===== src/rtl/regfile_wb_arbiter.sv =====
// Round-robin write-back arbiter driving the single register file write port,
// plus a pending-write scoreboard used by the issue stage for hazard stalls.
module regfile_wb_arbiter #(
   parameter int NUM_SRC = 4,
   parameter int DATA_W  = 64
) (
   input  logic                      clk,
   input  logic                      rst,
   input  logic [NUM_SRC-1:0]        src_valid,
   input  logic [6*NUM_SRC-1:0]      src_addr,
   input  logic [DATA_W*NUM_SRC-1:0] src_data,
   output logic [NUM_SRC-1:0]        src_ready,
   output logic                      wr_en,
   output logic [5:0]                wr_addr,
   output logic [DATA_W-1:0]         wr_data,
   output logic [63:0]               wr_onehot,
   input  logic                      issue_valid,
   input  logic [5:0]                issue_addr,
   output logic [63:0]               busy
);

   localparam int MAX_SRC = 8;

   logic [2:0]        rr_ptr;
   logic [MAX_SRC-1:0] valid_pad;
   logic [5:0]        addr_arr [MAX_SRC];
   logic [DATA_W-1:0] data_arr [MAX_SRC];
   logic              grant_found;
   logic              transfer;
   logic [2:0]        grant_idx;
   logic [3:0]        cand;
   logic [5:0]        grant_addr;
   logic [63:0]       busy_next;

   // Pad the per-source buses to 8 entries so a 3-bit index is always in range.
   always_comb begin
      // NOTE: every combinational output gets a default first so no path can infer a latch.
      valid_pad = '0;
      for (int i = 0; i < MAX_SRC; i++) begin
         addr_arr[i] = '0;
         data_arr[i] = '0;
      end
      for (int i = 0; i < NUM_SRC; i++) begin
         valid_pad[i] = src_valid[i];
         addr_arr[i]  = src_addr[6*i +: 6];
         data_arr[i]  = src_data[DATA_W*i +: DATA_W];
      end
   end

   // Scan from lowest priority to highest so the last hit (closest to rr_ptr) wins.
   always_comb begin
      grant_found = 1'b0;
      grant_idx   = '0;
      cand        = '0;
      for (int k = NUM_SRC - 1; k >= 0; k--) begin
         cand = {1'b0, rr_ptr} + 4'(k);
         if (cand >= 4'(NUM_SRC))
            cand = cand - 4'(NUM_SRC);
         if (valid_pad[cand[2:0]]) begin
            grant_found = 1'b1;
            grant_idx   = cand[2:0];
         end
      end
   end

   assign transfer   = grant_found & ~rst;
   assign grant_addr = addr_arr[grant_idx];

   always_comb begin
      src_ready = '0;
      for (int i = 0; i < NUM_SRC; i++)
         src_ready[i] = transfer && (grant_idx == 3'(i));
   end

   // Clear is applied before set so a new producer to the same register stays pending.
   always_comb begin
      busy_next = busy;
      if (wr_en)
         busy_next[wr_addr] = 1'b0;
      if (issue_valid && issue_addr != 6'd0)
         busy_next[issue_addr] = 1'b1;
      busy_next[0] = 1'b0;
   end

   always_ff @(posedge clk or posedge rst) begin
      // NOTE: sequential state uses non-blocking assignments so every register samples pre-edge values.
      if (rst) begin
         rr_ptr    <= '0;
         wr_en     <= 1'b0;
         wr_addr   <= '0;
         wr_data   <= '0;
         wr_onehot <= '0;
         busy      <= '0;
      end else begin
         busy <= busy_next;
         if (transfer) begin
            wr_addr   <= grant_addr;
            wr_data   <= data_arr[grant_idx];
            wr_en     <= (grant_addr != 6'd0);
            wr_onehot <= (grant_addr != 6'd0) ? (64'd1 << grant_addr) : 64'd0;
            rr_ptr    <= (grant_idx == 3'(NUM_SRC - 1)) ? 3'd0 : grant_idx + 3'd1;
         end else begin
            wr_en     <= 1'b0;
            wr_onehot <= '0;
         end
      end
   end

endmodule


===== config.mk =====
export PLATFORM = sky130hd
export DESIGN_NAME = regfile_wb_arbiter
export DESIGN_NICKNAME = d
export VERILOG_FILES = /design/src/rtl/regfile_wb_arbiter.sv
export SDC_FILE = /design/constraint.sdc
export NUM_CORES = 1
export LEC_CHECK = 0
export ABC_AREA = 1
export BUFFER_PORTS_ARGS = -buffer_cell sky130_fd_sc_hd__buf_2
export CORE_AREA = 2 2 195 197
export DETAILED_ROUTE_END_ITERATION = 8
export DIE_AREA = 0 0 197 199
export PLACE_DENSITY = 0.49
export SYNTH_ARGS = -nofsm -noshare
export SYNTH_HDL_FRONTEND = slang
export SYNTH_SLANG_ARGS = --single-unit

===== constraint.sdc =====
create_clock -name clk -period 9.4 [get_ports clk]
set_input_delay 1.88 -clock clk [delete_from_list [all_inputs] [get_ports clk]]
set_output_delay 1.88 -clock clk [all_outputs]
set_load 0.05 [all_outputs]

# Word-level counts from Yosys, hierarchy flattened
# Cells that the tools add are included.
[op_classes]
addsub = 8
magnitude_cmp = 13
n_eq_ne = 3
n_shift = 1
muxes = 36
bitwise_logic = 6
reduce_logical = 10
[ops]
columns = ["op", "n"]
rows = [
  ["64-bit 2-to-1 mux", 6],
  ["64-bit binary-select mux with 3-bit select", 1],
  ["64-bit bitwise AND", 1],
  ["64-bit inverter", 1],
  ["64-bit bitwise OR", 1],
  ["1-bit by 6-bit left shift with 64-bit output (first input constant)", 1],
  ["3-bit 2-to-1 mux", 9],
  ["6-bit binary-select mux with 3-bit select", 1],
  ["3-bit by 4-bit less-than comparator with 1-bit output (second input constant)", 4],
  ["6-bit by 7-bit less-than comparator with 1-bit output (second input constant)", 2],
  ["1-bit binary-select mux with 3-bit select", 4],
  ["1-bit demux with 6-bit select", 2],
  ["4-bit by 3-bit greater-or-equal comparator with 1-bit output (second input constant)", 3],
  ["6-bit by 1-bit greater-or-equal comparator with 1-bit output (second input constant)", 2],
  ["6-bit 2-to-1 mux", 2],
  ["6-bit nonzero test", 2],
  ["3-bit subtractor (second input constant)", 4],
  ["1-bit 2-to-1 mux", 11],
  ["3-bit by 2-bit adder with 4-bit output (second input constant)", 2],
  ["1-bit logical AND", 7],
  ["3-bit by 2-bit == test with 1-bit output (second input constant)", 2],
  ["3-bit by 1-bit adder with 4-bit output (second input constant)", 1],
  ["4-bit greater-or-equal comparator (second input constant)", 1],
  ["3-bit inverter with 4-bit output", 1],
  ["6 further kinds", 6],
]
[word_totals]
ff_bits = 201
in_bits = 293
wordCells = 83

# Depth between registers and ports, before layout
# Gate-level depths: netlist of the first run.
[logic_depth]
word_depth = 16
ltp_mapped = 20
ltp_nobuf = 18

# Worst setup path before layout of the first run
# OpenSTA, ideal clock, no wires.
[synth_timing]
path_type = "input -> output"
start = "input port rst"
end = "output port src_ready[0]"
t_arrival_ps = 7379
required_ps = 7520
path_slack_ps = 141
stages = 4
path_buffers = 1
path_cell_list = "inv_1 -> nand2_2 -> clkbuf_1 -> nor2_1"
[synth_via]
elab_chain_cells = 3
[synth_rtl]
columns = ["item", "line_no", "text"]
rows = [
  ["start: declaration", "8", "input logic rst,"],
  ["1-bit inverter", "66", "assign transfer = grant_found & ~rst;"],
  ["1-bit bitwise AND", "66", ""],
  ["1-bit logical AND", "72", "src_ready[i] = transfer && (grant_idx == 3'(i));"],
  ["end: declaration", "12", "output logic [NUM_SRC-1:0] src_ready,"],
]
# Every way passes these cells.

# Worst setup path after layout of the first run
[layout_timing]
start = "input port src_valid[1]"
end = "output port src_ready[2]"
[layout_via]
elab_chain_cells = 8
elab_cells_between_ends = 19
[layout_rtl]
columns = ["item", "line_no", "text"]
rows = [
  ["start: declaration", "9", "input logic [NUM_SRC-1:0] src_valid,"],
  ["1-bit binary-select mux with 3-bit select", "59", "if (valid_pad[cand[2:0]]) begin"],
  ["1-bit 2-to-1 mux (implied by the code)", "59", ""],
  ["3-bit 2-to-1 mux / 1-bit 2-to-1 mux (equally long branches) (4 in series)", "59", ""],
  ["3-bit by 2-bit == test with 1-bit output / 1-bit bitwise AND (equally long branches)", "72, 66", ""],
  ["1-bit logical AND (*)", "72", ""],
]
# Every way passes the cells marked *; elsewhere a longest branch is shown, timed or not. The select of a mux whose other input is x is not followed.

==> flow_metrics.py, run 1 <==
metrics = {
    "finish": {
        "fillCellCount": 3944,
        "layout.nets": 1948,
        "drive_above_1_share_pct": 35.0,
        "synthToLayoutAreaGrowth_pct": 36.4,
        "layout_commonest_cell": "buf_2",
        "layout_common_cells": "buf_2, nor2_1, o21ai_0, dfrtp_1, nand2_1",
    },
    "route": {
        "drtIter0Drc": 495,
        "drt_pass1_iterations": 5,
        "wl_per_cell_microns": 19.1,
        "drc": 0,
        "vias": 10300,
        "postRouteAntennaNets": 0,
        "wl_mm": 40.9,
        "vias_per_cell": 4.80,
    },
    "flow_run": {
        "cap_violations": 0,
    },
    "synth": {
        "synth_ff_type": "dfrtp_1",
        "synth-async-reset-ratio_pct": 100,
        "synth_cell_types": 33,
        "synth-edff-count": 0,
        "avgSynthCellArea_sq_um": 8.31,
        "synthCells": 1197,
        "ys_seq_area_share_pct": 50.6,
        "ys_ff_latch": 201,
        "netlist_area_sq_mm": 0.00994,
        "yosys_warnings": 0,
    },
    "grt": {
        "grt_start_max_net_pins": 106,
        "grt_use_total_pct": 19.9,
        "antenna_found_initial": 12,
        "gr-total-overflow": 0,
        "grt_pass1_wl_mm": 60.1,
        "first_global_vias": 10100,
    },
    "clock_network": {
        "cts_inserted_buffers": 25,
        "cts_tree": "yes",
        "cts.htree.levels": 1,
        "post_cts.repair.setup_buffers": 0,
        "cts_max_path_buffers": 3,
        "clockRootBuffer": "clkbuf_16",
        "ctsHoldBuffers": 0,
        "numClockSinks": 201,
        "clk_latency_ns": 0.52,
        "cts.clk_slew.worst_paths_ns": 0.06,
        "cts_resized": 0,
    },
    "floorplanning": {
        "die_width_microns": 197,
        "start_util_pct": 26.8,
        "fp.dieH_microns": 199,
        "die-area_sq_mm": 0.0392,
        "io_pins": 496,
        "std_cell_rows": 71,
        "core_sq_mm": 0.0371,
    },
    "timing": {
        "worst_pin_slew_ns": 0.863,
        "rsz0062_at_grt": "false",
        "timing.final.crit_share_pct": 65.3,
        "finalHoldViolations": 0,
        "fmax_mhz": 163,
        "slew_viol_final": 0,
        "final.min_clock_period_ns": 6.13,
        "setup_viol": 0,
        "clock-skew-final_ns": 0.00613,
        "slew_headroom_pct": 42.4,
        "setup_tns_ns": 0,
    },
    "setup_path": {
        "slowest_stage": "inv_4",
        "cp-start-kind": "input port",
        "required_ns": 7.52,
        "crit_type": "input port to output pin",
        "worstPathArrival_ns": 4.25,
        "critPathMostFrequentCell": "nand2_1",
        "max_stage_delay_ns": 0.56,
        "crit_chain": "buf_2 > nand2_1 > nand2_1 > nand2_2 > nand2_2 > inv_2 > nand2_1 > nand3_2 > nand2_4 > inv_4 > ha_1 > inv_1 > nor2_1 > buf_2",
        "cp_max_fo": 59,
        "endpoint_kind": "output pin",
    },
    "placement": {
        "place_congestion": 0.867,
        "dpl.hpwl_mm": 30.5,
        "port_buffers": 494,
    },
    "status": {
        "status": "finished clean",
    },
    "min_path": {
        "min_path_type": "register to register",
    },
}
[sequential cells by signal, summed over array words and instances, names as in the netlist]
register	cells
wr_data	64
wr_onehot	64
busy	63
wr_addr	6
rr_ptr	3
wr_en	1
[synthesized netlist by cell type (8+ instances only)]
library cell	n	area share, %
a31oi_1	64	4.0
buf_2	30	1.5
buf_4	8	0.60
clkbuf_1	31	1.2
dfrtp_1	201	51
inv_1	41	1.5
inv_2	8	0.30
nand2_1	81	3.1
nand2_2	10	0.63
nand3_1	52	2.6
nand4_1	28	1.8
nor2_1	267	10
nor3_1	16	0.81
o21ai_0	251	13
o21bai_1	64	4.8
[area by class of cell]
| cell class | count | area [sq um] | area share (%) |
|---|---|---|---|
| Antenna cell | 6 | 15.0 | 0.111 |
| Sequential cell | 201 | 5030 | 37.1 |
| Clock buffer | 30 | 684 | 5.05 |
| Clock inverter | 14 | 166 | 1.23 |
| Inverter | 54 | 224 | 1.65 |
| Timing Repair Buffer | 502 | 2530 | 18.7 |
| Multi-Input combinational cell | 865 | 4320 | 31.8 |
| Tap cell | 474 | 593 | 4.37 |
[final timing paths]
kind                                       startpoint                 endpoint  slack, ns  cells past startpoint
worst min register to register     busy[63]$_DFF_PP0_       busy[63]$_DFF_PP0_       0.50                      2
worst min-delay path               busy[63]$_DFF_PP0_       busy[63]$_DFF_PP0_       0.50                      2
min in group asynchronous                         rst  wr_onehot[56]$_DFF_PP0_       1.52                      2
worst max-delay path                     src_valid[1]             src_ready[2]       3.27                     14
worst max register to register  rr_ptr[0]$_DFFE_PP0P_  wr_onehot[49]$_DFF_PP0_       4.85                     18
max in group asynchronous                         rst  wr_data[12]$_DFFE_PP0P_       6.63                      3
[routing by layer]
layer	global-route usage, %	vias to the layer above	routed length, microns
li1	-	4996	-
met1	24.4	4850	16700
met2	34.9	357	20500
met3	4.19	77	2510
met4	6.57	12	1190
met5	0	-	78
[worst max-delay path, delay by kind of cell]
kind                       cells  cell delay [ns]
adders and majority gates      1             0.24
buffers and inverters          5             1.04
and+or+nand+nor                8             1.05
[logic make-up after synthesis]
kind of cell               Yosys count  synth area share [%]
AOI/OAI and AO/OA                  387                  22.0
adders and majority gates            6                 0.755
buffers and inverters              132                  6.15
DFF                                201                  50.6
other                                1                0.0377
and+or+nand+nor                    470                  20.4
[through the flow]
stage	utilization [%]	setup slack [ns]	hold WS, ns	cell area (sq um)	std cells
2_1_floorplan	-	0.141	0.509	9950	1198
3_3_place_gp	34.2	3.23	0.485	12700	2096
3_5_place_dp	34.2	3.21	0.488	12700	2096
4_1_cts	36.5	3.20	0.502	13500	2140
5_1_grt	36.5	2.96	0.533	13600	2145
6_report	36.5	3.27	0.496	13600	2146
Power of run 1 is left out: the tool's default activity adds up to more than one toggle a clock period on the data nets, which glitch-free logic cannot reach.
==> run 2: changes to the inputs <==
- CORE_AREA: 2 2 195 197 -> 2 2 193 195
- DIE_AREA: 0 0 197 199 -> 0 0 195 197
- PLACE_DENSITY: 0.49 -> 0.51
- clock period: 9.4 -> 5.11 ns (I/O delays scaled with it)
==> run 2 against run 1 <==
Against the previous run: cell area down 0.52%; critical endpoint is now src_ready[0]; via count down 0.48%; critical path depth unchanged.
==> flow_metrics.py, run 2 (synthesis results as in run 1) <==
metrics = {
    "finish": {
        "largestRegisters": "wr_data (64), wr_onehot (64), busy (63)",
        "layout_common_cells": "buf_2, nor2_1, o21ai_0, dfrtp_1, nand2_1",
        "synthToLayoutAreaGrowth_pct": 35.7,
        "layout_commonest_cell": "buf_2",
        "drive_above_1_share_pct": 35.1,
        "layout.nets": 1947,
        "fillCellCount": 3881,
    },
    "floorplanning": {
        "io_pins": 496,
        "die_width_microns": 195,
        "fp.dieH_microns": 197,
        "core_sq_mm": 0.0363,
        "start_util_pct": 27.4,
        "std_cell_rows": 70,
        "die-area_sq_mm": 0.0384,
    },
    "timing": {
        "finalHoldViolations": 0,
        "clock-skew-final_ns": 0.0119,
        "rsz0062_at_grt": "false",
        "hold_slack_ns": 0.502,
        "slew_viol_final": 0,
        "timing.final.crit_share_pct": 86.7,
        "worst_pin_slew_ns": 0.841,
        "fmax_mhz": 226,
        "setup_viol": 0,
        "final.min_clock_period_ns": 4.43,
        "slew_headroom_pct": 43.9,
    },
    "grt": {
        "gr-total-overflow": 0,
        "grt_use_total_pct": 19.7,
        "grt_pass1_wl_mm": 59.3,
        "grt_start_max_net_pins": 158,
        "antenna_found_initial": 6,
        "first_global_vias": 10300,
    },
    "placement": {
        "dpl.hpwl_mm": 29.3,
        "port_buffers": 494,
        "place_congestion": 0.872,
    },
    "route": {
        "drt_pass1_iterations": 5,
        "m1WireLength_mm": 15.7,
        "met2WireLength_mm": 19.7,
        "vias_per_cell": 4.80,
        "wl_per_cell_microns": 18.4,
        "postRouteAntennaNets": 0,
        "drc": 0,
        "top_layer": "met5",
        "wl_met3_mm": 2.53,
        "vias": 10200,
        "wl_mm": 39.3,
        "drtIter0Drc": 446,
    },
    "clock_network": {
        "cts_resized": 0,
        "cts.htree.levels": 1,
        "cts.clk_slew.worst_paths_ns": 0.06,
        "cts_tree": "yes",
        "ctsHoldBuffers": 0,
        "clk_latency_ns": 0.51,
        "post_cts.repair.setup_buffers": 0,
        "cts_max_path_buffers": 3,
        "clockRootBuffer": "clkbuf_16",
        "numClockSinks": 201,
        "cts_inserted_buffers": 23,
    },
    "setup_path": {
        "crit_chain": "inv_4 > ha_1 > inv_1 > nand3_1 > inv_1 > nor2_2 > nand2_1 > nand3_2 > nand2_4 > inv_4 > ha_1 > inv_1 > nor2_4 > buf_2",
        "endpoint_kind": "output pin",
        "cp-start-kind": "register",
        "slowest_stage": "dfrtp_1",
        "required_ns": 4.09,
        "reg2reg_depth": 17,
        "max_stage_delay_ns": 0.60,
        "critPathMostFrequentCell": "inv_1",
        "worstPathArrival_ns": 3.41,
        "cp_max_fo": 32,
        "crit_type": "register to output pin",
    },
    "min_path": {
        "hold_path_depth": 2,
        "min_path_type": "register to register",
    },
    "status": {
        "status": "finished clean",
    },
    "flow_run": {
        "cap_violations": 0,
    },
}
[run 2: cell count changes in the layout (fill, tap and decap cells not counted)]
| cell | delta |
|---|---|
| nor2_4 | +4 |
| clkbuf_16 | -2 |
| inv_8 | -1 |
| nor2_1 | -4 |
| bufinv_16 | -2 |
| inv_6 | -2 |
| clkbuf_1 | +1 |
| clkbuf_8 | -1 |
| diode_2 | -3 |
| buf_12 | +3 |
| clkinv_2 | +2 |
| buf_4 | -2 |
| clkinv_4 | +1 |
[run 2: final timing paths]
path	from	endpoint	slack, ns
max in group asynchronous	rst	wr_onehot[17]$_DFF_PP0_	3.12
setup reg to reg	rr_ptr[0]$_DFFE_PP0P_	wr_onehot[18]$_DFF_PP0_	1.23
hold / removal	busy[28]$_DFF_PP0_	busy[28]$_DFF_PP0_	0.50
hold reg to reg	busy[28]$_DFF_PP0_	busy[28]$_DFF_PP0_	0.50
setup / recovery	rr_ptr[0]$_DFFE_PP0P_	src_ready[0]	0.68
min in group asynchronous	rst	wr_data[17]$_DFFE_PP0P_	0.76
[run 2: layer usage]
layer  track usage (%)  vias to the layer above
met2              34.5                      377
met1              24.1                     4797
met5                 0                        -
met3              3.94                       66
met4              6.98                        6
li1                  -                     4997
[run 2: area by class of cell]
| type | instances | area (sq um) | area share (%) |
|---|---|---|---|
| Clock inverter | 12 | 100 | 0.742 |
| Inverter | 54 | 220 | 1.63 |
| Tap cell | 468 | 586 | 4.34 |
| Multi-Input combinational cell | 865 | 4350 | 32.2 |
| Antenna cell | 3 | 7.51 | 0.0556 |
| Sequential cell | 201 | 5030 | 37.3 |
| Clock buffer | 28 | 624 | 4.63 |
| Timing Repair Buffer | 503 | 2580 | 19.1 |
[run 2: worst max-delay path: cells and delay by family, from the launching register on]
kind                       cells  cell delay, ns
and+or+nand+nor                6            0.88
adders and majority gates      2            0.51
DFF                            1            0.60
buffers and inverters          6            0.90
[run 2: per-stage QoR]
step | TNS, ns | instances | worst slack [ns] | utilization [%] | cell area [sq um]
final | 0 | 2134 | 0.680 | 37.2 | 13500
after global routing | 0 | 2133 | 0.445 | 37.2 | 13500
after detailed placement | 0 | 2091 | 1.07 | 35.2 | 12800
after global placement | 0 | 2091 | 1.09 | 35.2 | 12800
after floorplan | -2.46 | 1198 | -0.614 | - | 9990
after CTS | 0 | 2131 | 0.643 | 37.2 | 13500
Power of run 2 is left out for the same reason.
==> run 3: changes to the inputs <==
--- a/constraint.sdc
+++ b/constraint.sdc
@@ -3,2 +3,2 @@
 set_output_delay 1.022 -clock clk [all_outputs]
-set_load 0.05 [all_outputs]
+set_load 0.1 [all_outputs]
==> run 3 against run 2 <==
Against the previous run: first-iteration DRC count rose by 17%; sequential share of layout area down 0.42 points; fmax fell by 0.33%; largest cell class unchanged; register-to-register slack better by 0.23 ns; non-clock buffer count unchanged; setup slack got worse by 0.015 ns; routed wire length is 0.28% lower; worst hold slack got worse by 0.0016 ns; die area did not move; clock skew rose by 0.0044 ns; critical path type unchanged; critical endpoint is now src_ready[1]; cell count up 0.14%.
==> flow_metrics.py, run 3 (synthesis results as in run 1) <==
metrics = {
    "setup_path": {
        "crit_type": "register to output pin",
        "reg2reg_depth": 12,
        "required_ns": 4.09,
        "slowest_stage": "dfrtp_1",
        "crit_family": "simple AND/OR/NAND/NOR gates",
        "worstPathArrival_ns": 3.42,
        "endpoint_kind": "output pin",
        "crit_chain": "inv_4 > ha_1 > inv_1 > nand3_1 > inv_1 > nor2_2 > nand2_1 > nand3_2 > nand2_4 > ha_1 > inv_1 > nor2_4 > buf_2",
        "r2r_start": "rr_ptr[0]$_DFFE_PP0P_",
        "cp-start-kind": "register",
        "startpoint": "rr_ptr[0]$_DFFE_PP0P_",
        "ff2ff_setup_slack_ns": 1.46,
        "max_stage_delay_ns": 0.59,
        "critPathMostFrequentCell": "inv_1",
        "cp_max_fo": 32,
        "timing.rr.end": "wr_data[23]$_DFFE_PP0P_",
        "cp.buffers_inverters": 5,
    },
    "timing": {
        "slew_headroom_pct": 28.5,
        "rsz0062_at_grt": "false",
        "fmax_mhz": 225,
        "final.min_clock_period_ns": 4.44,
        "finalHoldViolations": 0,
        "slew_viol_final": 0,
        "timing.final.crit_share_pct": 87.0,
        "setup_viol": 0,
        "worst_pin_slew_ns": 1.07,
        "clock-skew-final_ns": 0.0162,
        "setup_tns_ns": 0,
    },
    "clock_network": {
        "cts_resized": 0,
        "clk_latency_ns": 0.52,
        "clockRootBuffer": "clkbuf_16",
        "numClockSinks": 201,
        "cts_tree": "yes",
        "cts_max_path_buffers": 3,
        "cts.htree.levels": 1,
        "post_cts.repair.setup_buffers": 0,
        "cts_inserted_buffers": 24,
        "ctsHoldBuffers": 0,
        "cts.clk_slew.worst_paths_ns": 0.06,
    },
    "min_path": {
        "hp-start": "busy[4]$_DFF_PP0_",
        "min_path_type": "register to register",
        "hold_end": "busy[4]$_DFF_PP0_",
        "hold_path_depth": 2,
    },
    "placement": {
        "dpl.hpwl_mm": 29.5,
        "place_congestion": 0.858,
        "port_buffers": 494,
        "placedCellCount": 2091,
        "placed_area_sq_mm": 0.0128,
    },
    "status": {
        "status": "finished clean",
    },
    "route": {
        "vias": 10300,
        "drt_pass1_iterations": 5,
        "postRouteAntennaNets": 0,
        "m1WireLength_mm": 15.7,
        "wl_mm": 39.2,
        "top_layer": "met5",
        "drtIter0Drc": 524,
        "vias_per_cell": 4.80,
        "wl_met3_mm": 2.54,
        "met2WireLength_mm": 19.8,
        "drc": 0,
        "wl_per_cell_microns": 18.3,
    },
    "floorplanning": {
        "io_pins": 496,
        "core_sq_mm": 0.0363,
        "fp.dieH_microns": 197,
        "start_util_pct": 27.4,
        "die_width_microns": 195,
        "die-area_sq_mm": 0.0384,
        "std_cell_rows": 70,
    },
    "finish": {
        "fin_area_sq_mm": 0.0136,
        "layout_common_cells": "buf_2, nor2_1, o21ai_0, dfrtp_1, nand2_1",
        "layout_commonest_cell": "buf_2",
        "synthToLayoutAreaGrowth_pct": 37.2,
        "layout.nets": 1948,
        "fin_cells": 2137,
        "drive_above_1_share_pct": 35.1,
        "largestRegisters": "wr_data (64), wr_onehot (64), busy (63)",
    },
    "grt": {
        "antenna_found_initial": 9,
        "grt_pass1_wl_mm": 58.4,
        "grt_use_total_pct": 19.5,
        "gr-total-overflow": 0,
        "grt_start_max_net_pins": 149,
        "first_global_vias": 10100,
    },
    "flow_run": {
        "cap_violations": 0,
    },
}
run 3: per-stage QoR:
stage	worst slack (ns)	hold slack, ns	utilization, %
floorplan	-0.658	0.509	-
global placement	1.07	0.485	35.3
detailed placement	1.06	0.487	35.3
CTS	0.624	0.505	37.6
global route	0.410	0.538	37.6
finish	0.665	0.500	37.6
run 3: cell type report:
class	count	area (sq um)
fill	3811	22600
sequential	201	5030
multi-input combinational	865	4350
timing repair buffer	503	2610
clock buffer	35	733
tap	468	586
inverter	54	220
clock inverter	7	110
antenna	4	10.0
run 3: metal layers:
layer | track usage, % | vias up
met5 | 0 | -
met4 | 6.45 | 8
met3 | 4.41 | 62
met2 | 33.9 | 358
met1 | 23.8 | 4825
li1 | - | 5007
run 3: worst max path at each step:
stage                     slack [ns]      endpoint  cells after the start
after floorplan                -0.66  src_ready[0]                      4
after global placement          1.07  src_ready[1]                     13
after detailed placement        1.06  src_ready[1]                     13
after CTS                       0.62  src_ready[1]                     13
after global routing            0.41  src_ready[1]                     13
final                           0.67  src_ready[1]                     13
run 3: tightest hold or removal path, cell delays in order, from the launching register on:
cell	delay, ns
dfrtp_1	0.34
o21ai_0	0.08
nand2_1	0.06
Power of run 3 is left out for the same reason.
